--- src/rtl/tile_controller.sv ---
// Tile sequencer for a systolic array: streams operands and weights into L0 and the input FIFO,
// runs the array in weight-stationary or output-stationary mode, and writes psums back tile by tile.
module tile_controller #(
    parameter int ROW    = 8,
    parameter int COL    = 8,
    parameter int LEN    = 8,
    parameter int ADDR_W = 11,
    parameter int TILE_W = 4
) (
    input  logic              clk,
    input  logic              reset,
    input  logic              start,
    input  logic              mode,
    input  logic              relu,
    input  logic [TILE_W-1:0] num_tiles,
    input  logic [ADDR_W-1:0] in_base,
    input  logic [ADDR_W-1:0] out_base,
    input  logic              l0_full,
    input  logic              ififo_full,
    input  logic              ofifo_valid,
    output logic [ADDR_W-1:0] sram_addr,
    output logic              l0_wr,
    output logic              l0_rd,
    output logic              ififo_wr,
    output logic              ififo_rd,
    output logic              ofifo_rd,
    output logic [1:0]        inst_w,
    output logic              sfp_acc_en,
    output logic              sfp_relu_en,
    output logic [ADDR_W-1:0] psum_addr,
    output logic              psum_wr,
    output logic [TILE_W-1:0] tile_idx,
    output logic              busy,
    output logic              done
);

    localparam int CNT_W = $clog2(LEN + ROW + COL + 1);

    localparam logic [CNT_W-1:0] ROW_M1  = CNT_W'(ROW - 1);
    localparam logic [CNT_W-1:0] LEN_M1  = CNT_W'(LEN - 1);
    localparam logic [CNT_W-1:0] FEED_M1 = CNT_W'(ROW + COL - 1);
    localparam logic [CNT_W-1:0] EXEC_M1 = CNT_W'(LEN + ROW + COL - 1);

    typedef enum logic [3:0] {
        IDLE,
        WS_LOAD_W,
        WS_FEED_W,
        WS_LOAD_X,
        WS_EXEC,
        OS_LOAD_X,
        OS_LOAD_W,
        OS_EXEC,
        WRITEBACK,
        NEXT,
        DONE
    } state_t;

    state_t             state_q, state_d;
    logic [CNT_W-1:0]   cnt_q, cnt_d;
    logic [ADDR_W-1:0]  sram_q, sram_d;
    logic [ADDR_W-1:0]  psum_q, psum_d;
    logic [TILE_W-1:0]  tile_q, tile_d;
    logic [TILE_W-1:0]  last_q, last_d;
    logic               mode_q, mode_d;
    logic               relu_q, relu_d;

    assign sram_addr = sram_q;
    assign psum_addr = psum_q;
    assign tile_idx  = tile_q;

    always_comb begin
        state_d     = state_q;
        cnt_d       = cnt_q;
        sram_d      = sram_q;
        psum_d      = psum_q;
        tile_d      = tile_q;
        last_d      = last_q;
        mode_d      = mode_q;
        relu_d      = relu_q;
        l0_wr       = 1'b0;
        l0_rd       = 1'b0;
        ififo_wr    = 1'b0;
        ififo_rd    = 1'b0;
        ofifo_rd    = 1'b0;
        inst_w      = 2'b00;
        sfp_acc_en  = 1'b0;
        sfp_relu_en = 1'b0;
        psum_wr     = 1'b0;
        busy        = (state_q != IDLE);
        done        = (state_q == DONE);

        unique case (state_q)
            IDLE: begin
                if (start) begin
                    sram_d  = in_base;
                    psum_d  = out_base;
                    tile_d  = '0;
                    cnt_d   = '0;
                    mode_d  = mode;
                    relu_d  = relu;
                    // Zero tiles runs as a single tile.
                    last_d  = (num_tiles == '0) ? '0 : num_tiles - 1'b1;
                    state_d = mode ? OS_LOAD_X : WS_LOAD_W;
                end
            end
            WS_LOAD_W, WS_LOAD_X, OS_LOAD_X: begin
                l0_wr = !l0_full;
                if (l0_wr) begin
                    sram_d = sram_q + 1'b1;
                    cnt_d  = cnt_q + 1'b1;
                    if (state_q == WS_LOAD_W && cnt_q == ROW_M1) begin
                        cnt_d   = '0;
                        state_d = WS_FEED_W;
                    end else if (state_q == WS_LOAD_X && cnt_q == LEN_M1) begin
                        cnt_d   = '0;
                        state_d = WS_EXEC;
                    end else if (state_q == OS_LOAD_X && cnt_q == LEN_M1) begin
                        cnt_d   = '0;
                        state_d = OS_LOAD_W;
                    end
                end
            end
            OS_LOAD_W: begin
                ififo_wr = !ififo_full;
                if (ififo_wr) begin
                    sram_d = sram_q + 1'b1;
                    cnt_d  = cnt_q + 1'b1;
                    if (cnt_q == LEN_M1) begin
                        cnt_d   = '0;
                        state_d = OS_EXEC;
                    end
                end
            end
            WS_FEED_W: begin
                inst_w = 2'b01;
                l0_rd  = 1'b1;
                cnt_d  = cnt_q + 1'b1;
                if (cnt_q == FEED_M1) begin
                    cnt_d   = '0;
                    state_d = WS_LOAD_X;
                end
            end
            WS_EXEC, OS_EXEC: begin
                inst_w   = 2'b10;
                l0_rd    = 1'b1;
                ififo_rd = (state_q == OS_EXEC);
                cnt_d    = cnt_q + 1'b1;
                if (cnt_q == EXEC_M1) begin
                    cnt_d   = '0;
                    state_d = WRITEBACK;
                end
            end
            WRITEBACK: begin
                ofifo_rd    = ofifo_valid;
                psum_wr     = ofifo_valid;
                sfp_acc_en  = (tile_q != '0);
                sfp_relu_en = relu_q && (tile_q == last_q);
                if (ofifo_valid) begin
                    psum_d = psum_q + 1'b1;
                    cnt_d  = cnt_q + 1'b1;
                    if (cnt_q == (mode_q ? ROW_M1 : LEN_M1)) begin
                        cnt_d   = '0;
                        state_d = NEXT;
                    end
                end
            end
            NEXT: begin
                if (tile_q == last_q) begin
                    state_d = DONE;
                end else begin
                    tile_d  = tile_q + 1'b1;
                    psum_d  = out_base;
                    cnt_d   = '0;
                    state_d = mode_q ? OS_LOAD_X : WS_LOAD_W;
                end
            end
            DONE: begin
                state_d = IDLE;
            end
            default: begin
                state_d = IDLE;
            end
        endcase
    end

    always_ff @(posedge clk) begin
        if (reset) begin
            state_q <= IDLE;
            cnt_q   <= '0;
            sram_q  <= '0;
            psum_q  <= '0;
            tile_q  <= '0;
            last_q  <= '0;
            mode_q  <= 1'b0;
            relu_q  <= 1'b0;
        end else begin
            state_q <= state_d;
            cnt_q   <= cnt_d;
            sram_q  <= sram_d;
            psum_q  <= psum_d;
            tile_q  <= tile_d;
            last_q  <= last_d;
            mode_q  <= mode_d;
            relu_q  <= relu_d;
        end
    end

endmodule

--- config.mk ---
export PLATFORM = sky130hd
export DESIGN_NAME = tile_controller
export DESIGN_NICKNAME = d
export VERILOG_FILES = /design/src/rtl/tile_controller.sv
export SDC_FILE = /design/constraint.sdc
export NUM_CORES = 1
export LEC_CHECK = 0
export ABC_AREA = 1
export CORE_AREA = 2 2 92 94
export DETAILED_ROUTE_END_ITERATION = 7
export DIE_AREA = 0 0 94 96
export GPL_ROUTABILITY_DRIVEN = 1
export GPL_TIMING_DRIVEN = 0
export HOLD_SLACK_MARGIN = 0.08
export PLACE_DENSITY = 0.66
export SYNTH_ARGS = -nofsm -noshare
export SYNTH_HDL_FRONTEND = slang
export SYNTH_SLANG_ARGS = --single-unit
--- constraint.sdc ---
create_clock -name clk -period 1.46 [get_ports clk]
set_input_delay 0.292 -clock clk [delete_from_list [all_inputs] [get_ports clk]]
set_output_delay 0.292 -clock clk [all_outputs]
set_load 0.01 [all_outputs]
Word-level counts from Yosys, hierarchy flattened
Cells that the tools add are included.
{ "word_totals": {"register_bits": 41, "input_bits": 34, "output_inout_bits": 38, "elab_cells": 107} }
{ "op_classes": {"n_addsub": 5, "n_eq_ne": 24, "mux": 47, "reduce_logical": 23} }
{ "ops": {"columns": ["op", "n"], "rows": [
  ["$mux 11", 6],
  ["$pmux 11 s3", 2],
  ["$mux 4", 15],
  ["$mux 5", 11],
  ["$pmux 5 s7", 1],
  ["$pmux 4 s7", 1],
  ["$add 11x1->11 const B", 2],
  ["$ne 2x2->1 const B", 9],
  ["$eq 4x3->1 const B", 4],
  ["$eq 4x4->1 const B", 3],
  ["$reduce_and 9->1", 1],
  ["$eq 4x2->1 const B", 2],
  ["$logic_not 4->1", 2],
  ["$pmux 4 s2", 1],
  ["$reduce_and 4->1", 2],
  ["$reduce_bool 4->1", 2],
  ["$mux 1", 7],
  ["$reduce_bool 7->1", 1],
  ["$mux 3", 2],
  ["$reduce_and 6->1", 1],
  ["$reduce_bool 3->1", 2],
  ["$reduce_or 3->1", 2],
  ["$add 5x1->5 const B", 1],
  ["$eq 5x3->1 const B", 1],
  ["14 further kinds", 18]
]} }

Depth between registers and ports, before layout
{ "logic_depth": {"ltp_word": 7, "mapped_depth": 13, "ltp_nobuf": 12} }

Least setup slack after synthesis
Ideal clock, no wire load.
{ "synth_path": {"path_type": "register to output", "start": "register state_q[1]", "end": "output psum_wr", "arrival_time_ns": 1.272, "required_ns": 1.168, "path_slack_ns": -0.104, "stages_incl_launch_ff": 6, "path_buffers": 2, "cell_sequence": "dfxtp_1 nor2_4 nand3_2 clkbuf_1 nor2_1 buf_4"} }
{ "synth_via": {"elab_chain_cells": 2} }
{ "synth_rtl": {"columns": ["item", "line_no", "source"], "rows": [
  ["from (decl)", "58", "state_t state_q, state_d;"],
  ["from (signal assigned)", "197", "state_q <= state_d;"],
  ["$eq 4x4->1", null, null],
  ["$mux 1", null, null],
  ["to (decl)", "31", "output logic psum_wr,"]
]} }
No other way between the ends.

Worst setup path in the final report
{ "layout_path": {"start": "register state_q[1]", "end": "output psum_wr"} }
{ "layout_via": {"elab_chain_cells": 2} }
{ "layout_rtl": {"columns": ["item", "line_no", "source"], "rows": [
  ["$eq 4x4->1", "92", "unique case (state_q)"],
  ["$mux 1", "92", null]
]} }
No other way between the ends.

==> impl_metrics.tcl <==
set metrics [dict create \
    cp.required_ns 1.17 \
    finalWorstSetupSlack_ns -0.249 \
    path_cells "nor2_4, nand3_4, clkbuf_16, nor2_4, buf_6, buf_6" \
    finalMaxSlewViolations 0 \
    p_leak_nw 2.12 \
    overflow 0 \
    synth_top_area_share_pct 29.3 \
    antenna_found_initial 0 \
    end_kind "primary output" \
    fillers 733 \
    synth-edff-count 0 \
    period_needed_ns 1.71 \
    grt_first_pass_wirelength_microns 14700 \
    finalWirelength_microns 9710 \
    synth_area_per_cell_sq_um 6.36 \
    stdcell_count 675 \
    worst_skew_pair.late_latency_ns 0.30 \
    cap_violations 0 \
    area_delta_synth_final_pct 69.1 \
    power_switching_w 0.00442 \
    dp.cells 617 \
    setup_viol_count_final 45 \
    grt_pass1_vias 3129 \
    die_w_microns 94 \
    fin_worst_skew_ns 0.00695 \
    period_share_pct 117 \
    via_per_inst 5.12 \
    ys_ff_latch 41 \
    synth_nets 482 \
    start_util_pct 34.8 \
    place.gp.congestion 0.858 \
    clkPwrFrac_pct 8.4 \
    rows 33 \
    synthTopCellsByArea "dfxtp_1 29%, nand2_1 15%, nor2_1 7.8%, inv_1 6.2%, a21oi_1 6.1%" \
    h-tree-depth 2 \
    fmax_ghz 0.585 \
    syn_inst 441 \
    worstHoldPathType "register to register" \
    pwr-share-seq_pct 21.5 \
    cts_buffers 5 \
    final_util_pct 58.9 \
    fp.coreArea_sq_um 8050 \
    drt-initial-drc-count 186 \
    crit_start "state_q[1]" \
    netlist_area_sq_um 2810 \
    p_int_w 0.00476 \
    cts.sinks 41 \
    r2r_start "tile_idx[2]" \
    slew_headroom_pct 74.7 \
    worstMarginPinSlew_ns 0.380 \
    whs_ns 0.468 \
    critPathMaxStageDelay_ns 0.39 \
    ios 72 \
    ys_async_sr_fraction_pct 0 \
    cp.arrival_ns 1.42 \
    grt_max_degree 13 \
    ctsHoldBuffers 0 \
    critPathCapture "psum_wr" \
    synth_cell_types 37 \
    peakVddDrop_uv 678 \
    pwr-share-comb_pct 70.1 \
    clockRootBuffer "clkbuf_8" \
    post_drt_wl_per_cell_microns 14.4 \
    path_max_fanout 6 \
    synth_ff_type "dfxtp_1" \
    first_pass_iters 5 \
    worstRegToRegCells 14 \
    critPathKind "register to primary output" \
    cpMaxStageDelayCell "dfxtp_4" \
    r2r_slack_ns -0.21 \
    die_h_microns 96 \
    ys.warnings.count 0 \
    ant_nets 0 \
    grt_util_all_layers_pct 20.4 \
    num_vias 3458 \
    rsz0062_at_grt "yes" \
    cts_tree "done" \
    layout.nets 610 \
    synth.most_common_cell "nand2_1" \
    n_antenna_cell 0 \
    port_buffers 71 \
    violations "setup timing" \
    drive_gt1_share_pct 42.3 \
    reg2reg_to "psum_addr[6]" \
    drc 0 \
    yosysSeqAreaShare_pct 29.3 \
    hpwl_microns 5920 \
    hold_violations 0 \
    clock_path_buffers 2 \
    powerDensity_nw_per_um2 1940 \
    worstSetupStartpointType "register" \
    synth_top_area_cell "dfxtp_1" \
    dieArea_sq_um 9020 \
    netlist_top_cells_count "109 x nand2_1, 58 x nor2_1, 46 x inv_1" \
    clk_pin_slew_worst_paths_ns 0.08 \
    p_sw_share_pct 48.2 \
    status "complete, but fails checks" \
]
==> kinds of logic (layout without fill, tap and decap cells) <==
| group | count (synthesis) | after routing | share of synthesized area, % |
|---|---|---|---|
| and+or+nand+nor | 241 | 241 | 40.0 |
| AOI/OAI and AO/OA | 82 | 82 | 16.1 |
| buffers and inverters | 65 | 194 | 9.95 |
| DFF | 41 | 41 | 29.3 |
| adders and majority gates | 7 | 7 | 3.12 |
| xor gates and xnor gates | 5 | 5 | 1.56 |
==> final cells by class <==
type	count	area, sq um	area share, %
buffer	11	123	2.58
inverter	54	238	5.01
tap	105	131	2.77
timing repair buffer	121	1100	23.3
clock buffer	7	76.3	1.61
clock inverter	1	7.51	0.158
multi-input combinational	335	2190	46.2
sequential	41	872	18.4
==> through the flow <==
| step | area, sq um | setup slack (ns) | total power (W) | setup TNS (ns) |
|---|---|---|---|---|
| after floorplan | 2830 | -0.0497 | 0.00468 | -0.106 |
| after global placement | 3670 | -0.922 | 0.00597 | -18.78 |
| after detailed placement | 3670 | -0.890 | 0.00605 | -19.17 |
| after CTS | 4370 | -0.192 | 0.00791 | -4.71 |
| after global routing | 4740 | -0.315 | 0.00982 | -10.29 |
| final | 4740 | -0.249 | 0.00918 | -6.52 |
==> what timing repair did <==
| action | 4_1_cts | 5_1_grt |
|---|---|---|
| setup endpoints to repair | 79 | 51 |
| buffers inserted | 41 | 6 |
| gates resized for setup | 190 | 100 |
| gates cloned | 0 | 3 |
| pin swaps | 22 | 37 |
==> worst min-delay path by stage <==
stage	cells after the start	slack (ns)	endpoint	start
floorplan	1	0.41	last_q[0]	reset
finish	2	0.47	mode_q	mode_q
CTS	2	0.47	mode_q	mode_q
global route	2	0.50	psum_addr[5]	psum_addr[5]
global placement	2	0.44	relu_q	relu_q
detailed placement	2	0.45	relu_q	relu_q
==> metal layers <==
metal | vias to the layer above | GRT usage [%] | part of all wire (%)
met5 | - | 0 | 0
met4 | 0 | 6.76 | 2.5
met3 | 25 | 3.29 | 4.2
met2 | 106 | 36.3 | 51
met1 | 1636 | 25.0 | 42
li1 | 1691 | - | -
==> registers in the layout, indices dropped and copies added (netlist names) <==
register   count
mode_q         1
cnt_q          5
last_q         4
sram_addr     11
relu_q         1
state_q        4
tile_idx       4
psum_addr     11
==> worst max-delay path: cells and delay by family, from the launching register on <==
kind,cells,cell delay (ns)
buffers and inverters,3,0.36
flip-flops,1,0.39
AND/OR/NAND/NOR,3,0.37
==> power groups by stage <==
stage / Sequential, W / Combinational (W) / Clock (W)
6_report: 0.00198 / 0.00644 / 0.000768
5_1_grt: 0.00202 / 0.00698 / 0.000814
4_1_cts: 0.00191 / 0.00522 / 0.000773
3_5_place_dp: 0.00188 / 0.00417 / 0
3_3_place_gp: 0.00187 / 0.00410 / 0
2_1_floorplan: 0.00190 / 0.00278 / 0
==> placed cells by master, fill, tap and decap left out, drive strengths merged <==
cell type,netlist,layout
nand2,117,117
nor2,68,68
buf,7,68
inv,54,54
dfxtp,41,41
nand3,38,38
a21oi,36,36
o21ai,35,35
clkdlybuf4s50,0,33
dlygate4sd2,0,26
clkbuf,4,12
ha,7,7
nor3,7,7
nand4,6,6
xnor2,3,3
a211oi,3,3
nor3b,2,2
o32ai,2,2
xor2,2,2
nand3b,2,2
a31oi,2,2
o21a,1,1
o211a,1,1
or2,1,1
o21bai,1,1
a21o,1,1
clkinvlp,0,1
No activity file was read; power rests on OpenSTA's default activity.
